==> config.mk <==
export PLATFORM = sky130hd
export DESIGN_NAME = mem_arbiter_flat
export DESIGN_NICKNAME = d
export VERILOG_FILES = /design/src/rtl/mem_arbiter_pkg.sv /design/src/rtl/mem_arbiter_if.sv /design/src/rtl/mem_arbiter_picker.sv /design/src/rtl/mem_arbiter.sv /design/src/flat_wrapper.sv
export SDC_FILE = /design/constraint.sdc
export NUM_CORES = 1
export LEC_CHECK = 0
export CORE_MARGIN = 5
export CORE_UTILIZATION = 40
export DETAILED_ROUTE_END_ITERATION = 10
export MAX_ROUTING_LAYER = met4
export PLACE_DENSITY = 0.82
export SYNTH_ARGS = -nofsm -noshare
export SYNTH_HDL_FRONTEND = slang
export SYNTH_HIERARCHICAL = 1
export SYNTH_SLANG_ARGS = --single-unit
export TNS_END_PERCENT = 50
==> constraint.sdc <==
create_clock -name clk -period 3.2 [get_ports clk]
set_input_delay 0.64 -clock clk [delete_from_list [all_inputs] [get_ports clk]]
set_output_delay 0.64 -clock clk [all_outputs]
set_load 0.005 [all_outputs]
==> src/rtl/mem_arbiter_pkg.sv <==
// Shared types and helpers for the memory-port arbiter.
//   state_e     : arbiter FSM states
//   PRIO_*      : arbitration mode encodings for the PRIO_MODE parameter
//   clog2_min1  : index width for a channel count, never below one bit
package mem_arbiter_pkg;

    localparam int unsigned PRIO_FIXED = 0;
    localparam int unsigned PRIO_RR    = 1;

    typedef enum logic [1:0] {
        IDLE = 2'd0,
        REQ  = 2'd1,
        WAIT = 2'd2,
        RESP = 2'd3
    } state_e;

    function automatic int unsigned clog2_min1(input int unsigned n);
        return (n <= 2) ? 32'd1 : 32'($clog2(n));
    endfunction

endpackage

==> src/rtl/mem_arbiter_if.sv <==
// Requester and memory-side bus bundle of the arbiter.
//   slave  : arbiter view (accepts requests, drives the memory port)
//   master : environment view (requesters plus memory)
// Channel i of a flattened field occupies [i*W +: W].
interface mem_arbiter_if #(
    parameter int unsigned N_CH   = 2,
    parameter int unsigned ADDR_W = 32,
    parameter int unsigned DATA_W = 32
) ();

    localparam int unsigned GID_W  = mem_arbiter_pkg::clog2_min1(N_CH);
    localparam int unsigned MASK_W = DATA_W / 8;

    // requester side
    logic [N_CH-1:0]          req_valid;
    logic [N_CH-1:0]          req_ready;
    logic [N_CH*ADDR_W-1:0]   req_addr;
    logic [N_CH-1:0]          req_wen;
    logic [N_CH*DATA_W-1:0]   req_wdata;
    logic [N_CH*MASK_W-1:0]   req_wmask;
    logic [N_CH-1:0]          rsp_valid;
    logic [N_CH-1:0]          rsp_ready;
    logic [DATA_W-1:0]        rsp_rdata;
    logic                     rsp_err;
    logic [GID_W-1:0]         grant_id;

    // memory side
    logic                     mem_req_valid;
    logic                     mem_req_ready;
    logic [ADDR_W-1:0]        mem_addr;
    logic                     mem_wen;
    logic [DATA_W-1:0]        mem_wdata;
    logic [MASK_W-1:0]        mem_wmask;
    logic                     mem_rsp_valid;
    logic [DATA_W-1:0]        mem_rdata;

    modport slave (
        input  req_valid, req_addr, req_wen, req_wdata, req_wmask, rsp_ready,
        input  mem_req_ready, mem_rsp_valid, mem_rdata,
        output req_ready, rsp_valid, rsp_rdata, rsp_err, grant_id,
        output mem_req_valid, mem_addr, mem_wen, mem_wdata, mem_wmask
    );

    modport master (
        output req_valid, req_addr, req_wen, req_wdata, req_wmask, rsp_ready,
        output mem_req_ready, mem_rsp_valid, mem_rdata,
        input  req_ready, rsp_valid, rsp_rdata, rsp_err, grant_id,
        input  mem_req_valid, mem_addr, mem_wen, mem_wdata, mem_wmask
    );

endinterface

==> src/rtl/mem_arbiter_picker.sv <==
// Combinational winner selection.
//   req_valid : per-channel request valid
//   rr_ptr    : round-robin search start (ignored in fixed mode)
//   mode      : 0 = fixed priority (lowest index), 1 = round-robin
//   winner    : selected channel index (0 when nothing is valid)
//   any_valid : at least one request is valid
module mem_arbiter_picker
    import mem_arbiter_pkg::*;
#(
    parameter  int unsigned N_CH  = 2,
    localparam int unsigned GID_W = clog2_min1(N_CH)
) (
    input  logic [N_CH-1:0]  req_valid,
    input  logic [GID_W-1:0] rr_ptr,
    input  logic             mode,
    output logic [GID_W-1:0] winner,
    output logic             any_valid
);

    // Channel visited at search offset ofs from base, wrapping at N_CH.
    function automatic logic [GID_W-1:0] rr_index(input logic [GID_W-1:0] base,
                                                  input int unsigned      ofs);
        int unsigned sum;
        sum = 32'(base) + ofs;
        if (sum >= N_CH) begin
            sum = sum - N_CH;
        end
        return GID_W'(sum);
    endfunction

    logic [GID_W-1:0] idx;
    logic             found;

    // First valid channel in search order wins.
    always_comb begin
        winner = '0;
        found  = 1'b0;
        idx    = '0;
        for (int unsigned k = 0; k < N_CH; k++) begin
            idx = mode ? rr_index(rr_ptr, k) : GID_W'(k);
            if (!found && req_valid[idx]) begin
                winner = idx;
                found  = 1'b1;
            end
        end
        any_valid = found;
    end

endmodule

==> src/rtl/mem_arbiter.sv <==
// N-channel arbiter sharing one memory port, one transaction in flight.
//   clk  : rising-edge clock
//   rst  : asynchronous active-low reset
//   bus  : requester valid/ready channels, shared response data, grant_id
//          and the single memory request/response port
module mem_arbiter
    import mem_arbiter_pkg::*;
#(
    parameter int unsigned N_CH      = 2,
    parameter int unsigned ADDR_W    = 32,
    parameter int unsigned DATA_W    = 32,
    parameter int unsigned PRIO_MODE = PRIO_FIXED,
    parameter int unsigned TIMEOUT   = 0
) (
    input  logic         clk,
    input  logic         rst,
    mem_arbiter_if.slave bus
);

    localparam int unsigned GID_W    = clog2_min1(N_CH);
    localparam int unsigned MASK_W   = DATA_W / 8;
    localparam int unsigned TIMER_W  = clog2_min1(TIMEOUT);
    localparam int unsigned TMO_LAST = (TIMEOUT == 0) ? 0 : TIMEOUT - 1;

    state_e              state_q, state_d;
    logic [GID_W-1:0]    grant_q, grant_d;
    logic [GID_W-1:0]    rr_ptr_q, rr_ptr_d;
    logic [TIMER_W-1:0]  timer_q, timer_d;
    logic [ADDR_W-1:0]   addr_q, addr_d;
    logic                wen_q, wen_d;
    logic [DATA_W-1:0]   wdata_q, wdata_d;
    logic [MASK_W-1:0]   wmask_q, wmask_d;
    logic [DATA_W-1:0]   rdata_q, rdata_d;
    logic                err_q, err_d;
    logic                mem_req_valid_q, mem_req_valid_d;
    logic [N_CH-1:0]     rsp_valid_q, rsp_valid_d;

    logic [GID_W-1:0]    winner;
    logic                any_valid;
    logic [N_CH-1:0]     req_ready_c;

    mem_arbiter_picker #(
        .N_CH (N_CH)
    ) u_picker (
        .req_valid (bus.req_valid),
        .rr_ptr    (rr_ptr_q),
        .mode      (1'(PRIO_MODE == PRIO_RR)),
        .winner    (winner),
        .any_valid (any_valid)
    );

    // Acceptance is combinational so the winner sees ready in the same cycle;
    // held low during reset so nothing appears accepted while flops are cleared.
    always_comb begin
        req_ready_c = '0;
        for (int unsigned i = 0; i < N_CH; i++) begin
            req_ready_c[i] = rst && (state_q == IDLE) && any_valid && (GID_W'(i) == winner);
        end
    end

    // Next-state, field latches, timer and registered output decode.
    always_comb begin
        state_d  = state_q;
        grant_d  = grant_q;
        rr_ptr_d = rr_ptr_q;
        timer_d  = timer_q;
        addr_d   = addr_q;
        wen_d    = wen_q;
        wdata_d  = wdata_q;
        wmask_d  = wmask_q;
        rdata_d  = rdata_q;
        err_d    = err_q;

        case (state_q)
            IDLE: begin
                if (any_valid) begin
                    addr_d  = bus.req_addr [32'(winner)*ADDR_W +: ADDR_W];
                    wen_d   = bus.req_wen  [winner];
                    wdata_d = bus.req_wdata[32'(winner)*DATA_W +: DATA_W];
                    wmask_d = bus.req_wmask[32'(winner)*MASK_W +: MASK_W];
                    grant_d = winner;
                    state_d = REQ;
                end
            end
            REQ: begin
                if (bus.mem_req_ready) begin
                    timer_d = '0;
                    state_d = WAIT;
                end
            end
            WAIT: begin
                // A response in the final timeout cycle still counts as success.
                if (bus.mem_rsp_valid) begin
                    rdata_d = bus.mem_rdata;
                    err_d   = 1'b0;
                    state_d = RESP;
                end else if (TIMEOUT != 0) begin
                    if (timer_q == TIMER_W'(TMO_LAST)) begin
                        rdata_d = '0;
                        err_d   = 1'b1;
                        state_d = RESP;
                    end else begin
                        timer_d = timer_q + TIMER_W'(1);
                    end
                end
            end
            RESP: begin
                if (bus.rsp_ready[grant_q]) begin
                    state_d = IDLE;
                    if (PRIO_MODE == PRIO_RR) begin
                        rr_ptr_d = (grant_q == GID_W'(N_CH - 1)) ? '0 : grant_q + GID_W'(1);
                    end
                end
            end
            default: state_d = IDLE;
        endcase

        mem_req_valid_d = (state_d == REQ);
        rsp_valid_d     = '0;
        for (int unsigned i = 0; i < N_CH; i++) begin
            rsp_valid_d[i] = (state_d == RESP) && (GID_W'(i) == grant_d);
        end
    end

    // State and output registers; reset abandons any transaction in flight.
    always_ff @(posedge clk or negedge rst) begin
        if (!rst) begin
            state_q         <= IDLE;
            grant_q         <= '0;
            rr_ptr_q        <= '0;
            timer_q         <= '0;
            addr_q          <= '0;
            wen_q           <= 1'b0;
            wdata_q         <= '0;
            wmask_q         <= '0;
            rdata_q         <= '0;
            err_q           <= 1'b0;
            mem_req_valid_q <= 1'b0;
            rsp_valid_q     <= '0;
        end else begin
            state_q         <= state_d;
            grant_q         <= grant_d;
            rr_ptr_q        <= rr_ptr_d;
            timer_q         <= timer_d;
            addr_q          <= addr_d;
            wen_q           <= wen_d;
            wdata_q         <= wdata_d;
            wmask_q         <= wmask_d;
            rdata_q         <= rdata_d;
            err_q           <= err_d;
            mem_req_valid_q <= mem_req_valid_d;
            rsp_valid_q     <= rsp_valid_d;
        end
    end

    assign bus.req_ready     = req_ready_c;
    assign bus.rsp_valid     = rsp_valid_q;
    assign bus.rsp_rdata     = rdata_q;
    assign bus.rsp_err       = err_q;
    assign bus.grant_id      = grant_q;
    assign bus.mem_req_valid = mem_req_valid_q;
    assign bus.mem_addr      = addr_q;
    assign bus.mem_wen       = wen_q;
    assign bus.mem_wdata     = wdata_q;
    assign bus.mem_wmask     = wmask_q;

endmodule

==> src/flat_wrapper.sv <==
// flat-port wrapper written by rule: the top's interface ports become plain ports
module mem_arbiter_flat import mem_arbiter_pkg::*;
#(
    parameter int unsigned N_CH      = 2,
    parameter int unsigned ADDR_W    = 32,
    parameter int unsigned DATA_W    = 32,
    parameter int unsigned PRIO_MODE = PRIO_FIXED,
    parameter int unsigned TIMEOUT   = 0
)
  (clk, rst, bus_req_valid, bus_req_addr, bus_req_wen, bus_req_wdata, bus_req_wmask, bus_rsp_ready, bus_mem_req_ready, bus_mem_rsp_valid, bus_mem_rdata, bus_req_ready, bus_rsp_valid, bus_rsp_rdata, bus_rsp_err, bus_grant_id, bus_mem_req_valid, bus_mem_addr, bus_mem_wen, bus_mem_wdata, bus_mem_wmask);
  mem_arbiter_if #(.N_CH(N_CH), .ADDR_W(ADDR_W), .DATA_W(DATA_W)) bus_i ();
  input  logic clk;
  input  logic rst;
  input wire logic [$bits(bus_i.req_valid)-1:0] bus_req_valid;
  input wire logic [$bits(bus_i.req_addr)-1:0] bus_req_addr;
  input wire logic [$bits(bus_i.req_wen)-1:0] bus_req_wen;
  input wire logic [$bits(bus_i.req_wdata)-1:0] bus_req_wdata;
  input wire logic [$bits(bus_i.req_wmask)-1:0] bus_req_wmask;
  input wire logic [$bits(bus_i.rsp_ready)-1:0] bus_rsp_ready;
  input wire logic [$bits(bus_i.mem_req_ready)-1:0] bus_mem_req_ready;
  input wire logic [$bits(bus_i.mem_rsp_valid)-1:0] bus_mem_rsp_valid;
  input wire logic [$bits(bus_i.mem_rdata)-1:0] bus_mem_rdata;
  output wire logic [$bits(bus_i.req_ready)-1:0] bus_req_ready;
  output wire logic [$bits(bus_i.rsp_valid)-1:0] bus_rsp_valid;
  output wire logic [$bits(bus_i.rsp_rdata)-1:0] bus_rsp_rdata;
  output wire logic [$bits(bus_i.rsp_err)-1:0] bus_rsp_err;
  output wire logic [$bits(bus_i.grant_id)-1:0] bus_grant_id;
  output wire logic [$bits(bus_i.mem_req_valid)-1:0] bus_mem_req_valid;
  output wire logic [$bits(bus_i.mem_addr)-1:0] bus_mem_addr;
  output wire logic [$bits(bus_i.mem_wen)-1:0] bus_mem_wen;
  output wire logic [$bits(bus_i.mem_wdata)-1:0] bus_mem_wdata;
  output wire logic [$bits(bus_i.mem_wmask)-1:0] bus_mem_wmask;
  assign bus_i.req_valid = bus_req_valid;
  assign bus_i.req_addr = bus_req_addr;
  assign bus_i.req_wen = bus_req_wen;
  assign bus_i.req_wdata = bus_req_wdata;
  assign bus_i.req_wmask = bus_req_wmask;
  assign bus_i.rsp_ready = bus_rsp_ready;
  assign bus_i.mem_req_ready = bus_mem_req_ready;
  assign bus_i.mem_rsp_valid = bus_mem_rsp_valid;
  assign bus_i.mem_rdata = bus_mem_rdata;
  assign bus_req_ready = bus_i.req_ready;
  assign bus_rsp_valid = bus_i.rsp_valid;
  assign bus_rsp_rdata = bus_i.rsp_rdata;
  assign bus_rsp_err = bus_i.rsp_err;
  assign bus_grant_id = bus_i.grant_id;
  assign bus_mem_req_valid = bus_i.mem_req_valid;
  assign bus_mem_addr = bus_i.mem_addr;
  assign bus_mem_wen = bus_i.mem_wen;
  assign bus_mem_wdata = bus_i.mem_wdata;
  assign bus_mem_wmask = bus_i.mem_wmask;
  mem_arbiter #(.N_CH(N_CH), .ADDR_W(ADDR_W), .DATA_W(DATA_W), .PRIO_MODE(PRIO_MODE), .TIMEOUT(TIMEOUT)) u_core (.clk(clk), .rst(rst), .bus(bus_i));
endmodule
==> impl_results.md <==
- Status: completed
- Vias in the first global route: around 4,200
- FF/Latch Area: between 0.002 and 0.003 mm^2
- # rows: 42
- Pwr Total: between 0.006 and 0.007 W
- Die area: ~0.016 mm^2
- Drt wl/cell: around 19 um
- Combinational share of power: 0.492
- Required @ worst endpoint: around 2.6 ns
- Worst hold path class: input pin to async pin
- Clock sinks: 107
- Internal Power: 0.00502 W
- # setup viols final: 0
- H-tree depth: 3
- Clock Path Buffers: 2
- CTS-repair resized insts: 0
- Setup tns final: 0 ns
- Synth top area share: 0.503
- Multi-input logic area: ~0.0024 mm^2
- Worst R2R End: u_core/bus.mem_addr[6]$_DFFE_PN0P_
- Area Overhead vs Synth: 58.9%
- Worst Skew: 0.00583 ns
- Netlist cell types: 24
- Fmax: ~330 MHz
- Most frequent cells in the layout: clkdlybuf4s50_1, dfrtp_1, mux2_2
- Commonest non-fill, non-tap cell in the layout: clkdlybuf4s50_1
- Slew Viols, Final: 0
- Port Buf Inserts: approximately 280
- RSZ-0062 raised after global routing: false
- Fillers: 991
- Slew Limit Headroom: 0.581
- Synthesized area: 0.00532 mm^2
- Clock power share: 0.151
- Leakage power: ~3.5 nW
- Least-Margin Pin Slew: around 0.63 ns
- Starting DRT DRC Count: roughly 170
- Cts hold-fix bufs: 0
- Sequential power share: 0.357
- First-pass DRT Iterations: 4
- Synth Register Bits: 107
- Avg Inst Size Synth: between 15 and 20 um^2
- Initial antenna violation count: 0
- I/O pin count: 286
- Crit-path max FO: 3
- Antenna diodes: 0
- Drt via density: ~4.7
- Reg-to-reg startpoint: u_core/state_q[0]$_DFF_PN0_
- Yosys warns: 6
- DRC errors left: 0
- Total CTS buffers: 9
- R2R setup slack: between 1 and 1.5 ns
- Post-synth top area cell: dfrtp_1
- Core Region: 0.0131 mm^2
- DRT Wirelength: roughly 14,000 um
- Crit end category: output pin
- Arrival @ worst endpoint: 2.41 ns
- Sequential share of the synthesized area: 0.503
- Switch share: 0.272
- Worst-path clk slew: approximately 0.08 ns
- Top cells by area, synth: dfrtp_1, mux2_2, mux2_4
- Register-to-Register Path Depth: 3
- Final Hold Viols: 0
- Layout cells sized above 1: 0.317
- First-pass GRT wire length: between 20,000 and 25,000 um
- Psw: about 0.0019 W
- Fin crit period: approximately 3.0 ns
- DR vias: between 3,000 and 4,000
- Worst setup path category: input pin to output pin
- Later-pin clock latency in the skew report: 0.34 ns
- Total Routing Usage GR: 0.186
- Die X: ~130 um
- CTS tree: yes
- CTS root buf: clkbuf_16
- Dpl hpwl: 11,300 um
- Final ANT Viol Nets: 0
- Largest net degree at the start of global routing: 71
- Setup bufs post-CTS: 0
- Pwr Density: approximately 800 mW/mm^2
- Max cap viols: 0
- Grt total ovfl: 0
- Die H: between 100 and 150 um
- Place WS: 0.136 ns
- Synth Instances: ~320
- Nets@finish: just under 800
- Maximum VDD drop: ~700 uV
- Final Cycle Share: 0.952
- Initial Utilization: 0.405
- Startpoint types: input pin
- Placer Congestion: about 0.84
- Final WS setup: 0.153 ns
[worst max-delay path: stages]
cell,delay (ns)
clkdlybuf4s50_1,0.53
or2_1,0.20
nor3b_4,0.32
and3b_1,0.21
clkdlybuf4s50_1,0.51
[layer usage]
layer | routed length (um) | global-route usage | vias up
met5 | 0 | - | -
met4 | 171 | 0.0408 | 0
met3 | 1100 | 0.0657 | 14
met2 | 7560 | 0.327 | 165
met1 | 5660 | 0.204 | 1762
li1 | - | - | 1696
[logic make-up after synthesis]
group	Yosys count	synth area share
AO/OA/AOI/OAI	6	0.00752
buffers and inverters	23	0.0545
multiplexers	173	0.417
other	1	0.000705
AND/OR/NAND/NOR	12	0.0174
flip-flops	107	0.503
[cells in the mapped netlist]
cell	count
nor3b_2	1
nand2b_1	2
o21a_1	1
mux2_2	101
and3b_1	1
mux4_1	1
mux2i_1	1
a21boi_1	1
inv_1	1
or2_1	1
nand3b_4	1
mux2_4	68
buf_12	7
nand2_1	3
o21ba_2	1
mux2_1	2
a21oi_1	3
dfrtp_1	107
and3_1	1
conb_1	1
or2b_1	2
buf_4	1
buf_6	11
buf_2	3
[flip-flops by register name, indices dropped and copies added, names as in the netlist, 2 cells and up]
signal,flops
u_core/bus.mem_addr,32
u_core/bus.mem_wdata,32
u_core/bus.rsp_rdata,32
u_core/bus.mem_wmask,4
u_core/bus.rsp_valid,2
u_core/state_q,2
[power groups by stage]
stage	Sequential [W]	Clock, W	Combinational (W)
2_1_floorplan	0.00247	0	0.00163
3_3_place_gp	0.00244	0	0.00337
3_5_place_dp	0.00248	0	0.00343
4_1_cts	0.00247	0.00108	0.00345
5_1_grt	0.00256	0.00112	0.00359
6_report	0.00246	0.00104	0.00339
[metrics by stage]
stage | hold slack, ns | utilization | cell area, um^2 | std cells
3_3_place_gp | 0.476 | 0.622 | 8180 | 766
5_1_grt | 0.161 | 0.643 | 8450 | 782
3_5_place_dp | 0.485 | 0.622 | 8180 | 766
6_report | 0.163 | 0.643 | 8450 | 782
4_1_cts | 0.151 | 0.643 | 8450 | 782
2_1_floorplan | 0.344 | - | 5330 | 324
[how the worst max path moves through the flow]
stage,from,endpoint,slack [ns],depth (start not counted)
2_1_floorplan,bus_req_valid[0],bus_req_ready[1],1.05,5
3_3_place_gp,bus_req_valid[0],bus_req_ready[0],0.15,5
3_5_place_dp,bus_req_valid[0],bus_req_ready[0],0.14,5
4_1_cts,bus_req_valid[0],bus_req_ready[0],0.13,5
5_1_grt,bus_req_valid[0],bus_req_ready[0],0.11,5
6_report,bus_req_valid[0],bus_req_ready[0],0.15,5
[layout make-up]
type	instances	area share
inverters	1	0.000444
well taps	176	0.0261
repair buffers	288	0.343
multi-input cells	194	0.281
clock buffers	12	0.0292
flip-flops and latches	107	0.317
clock inverters	4	0.00370
Note: power is estimated with default switching activity, not from simulation.
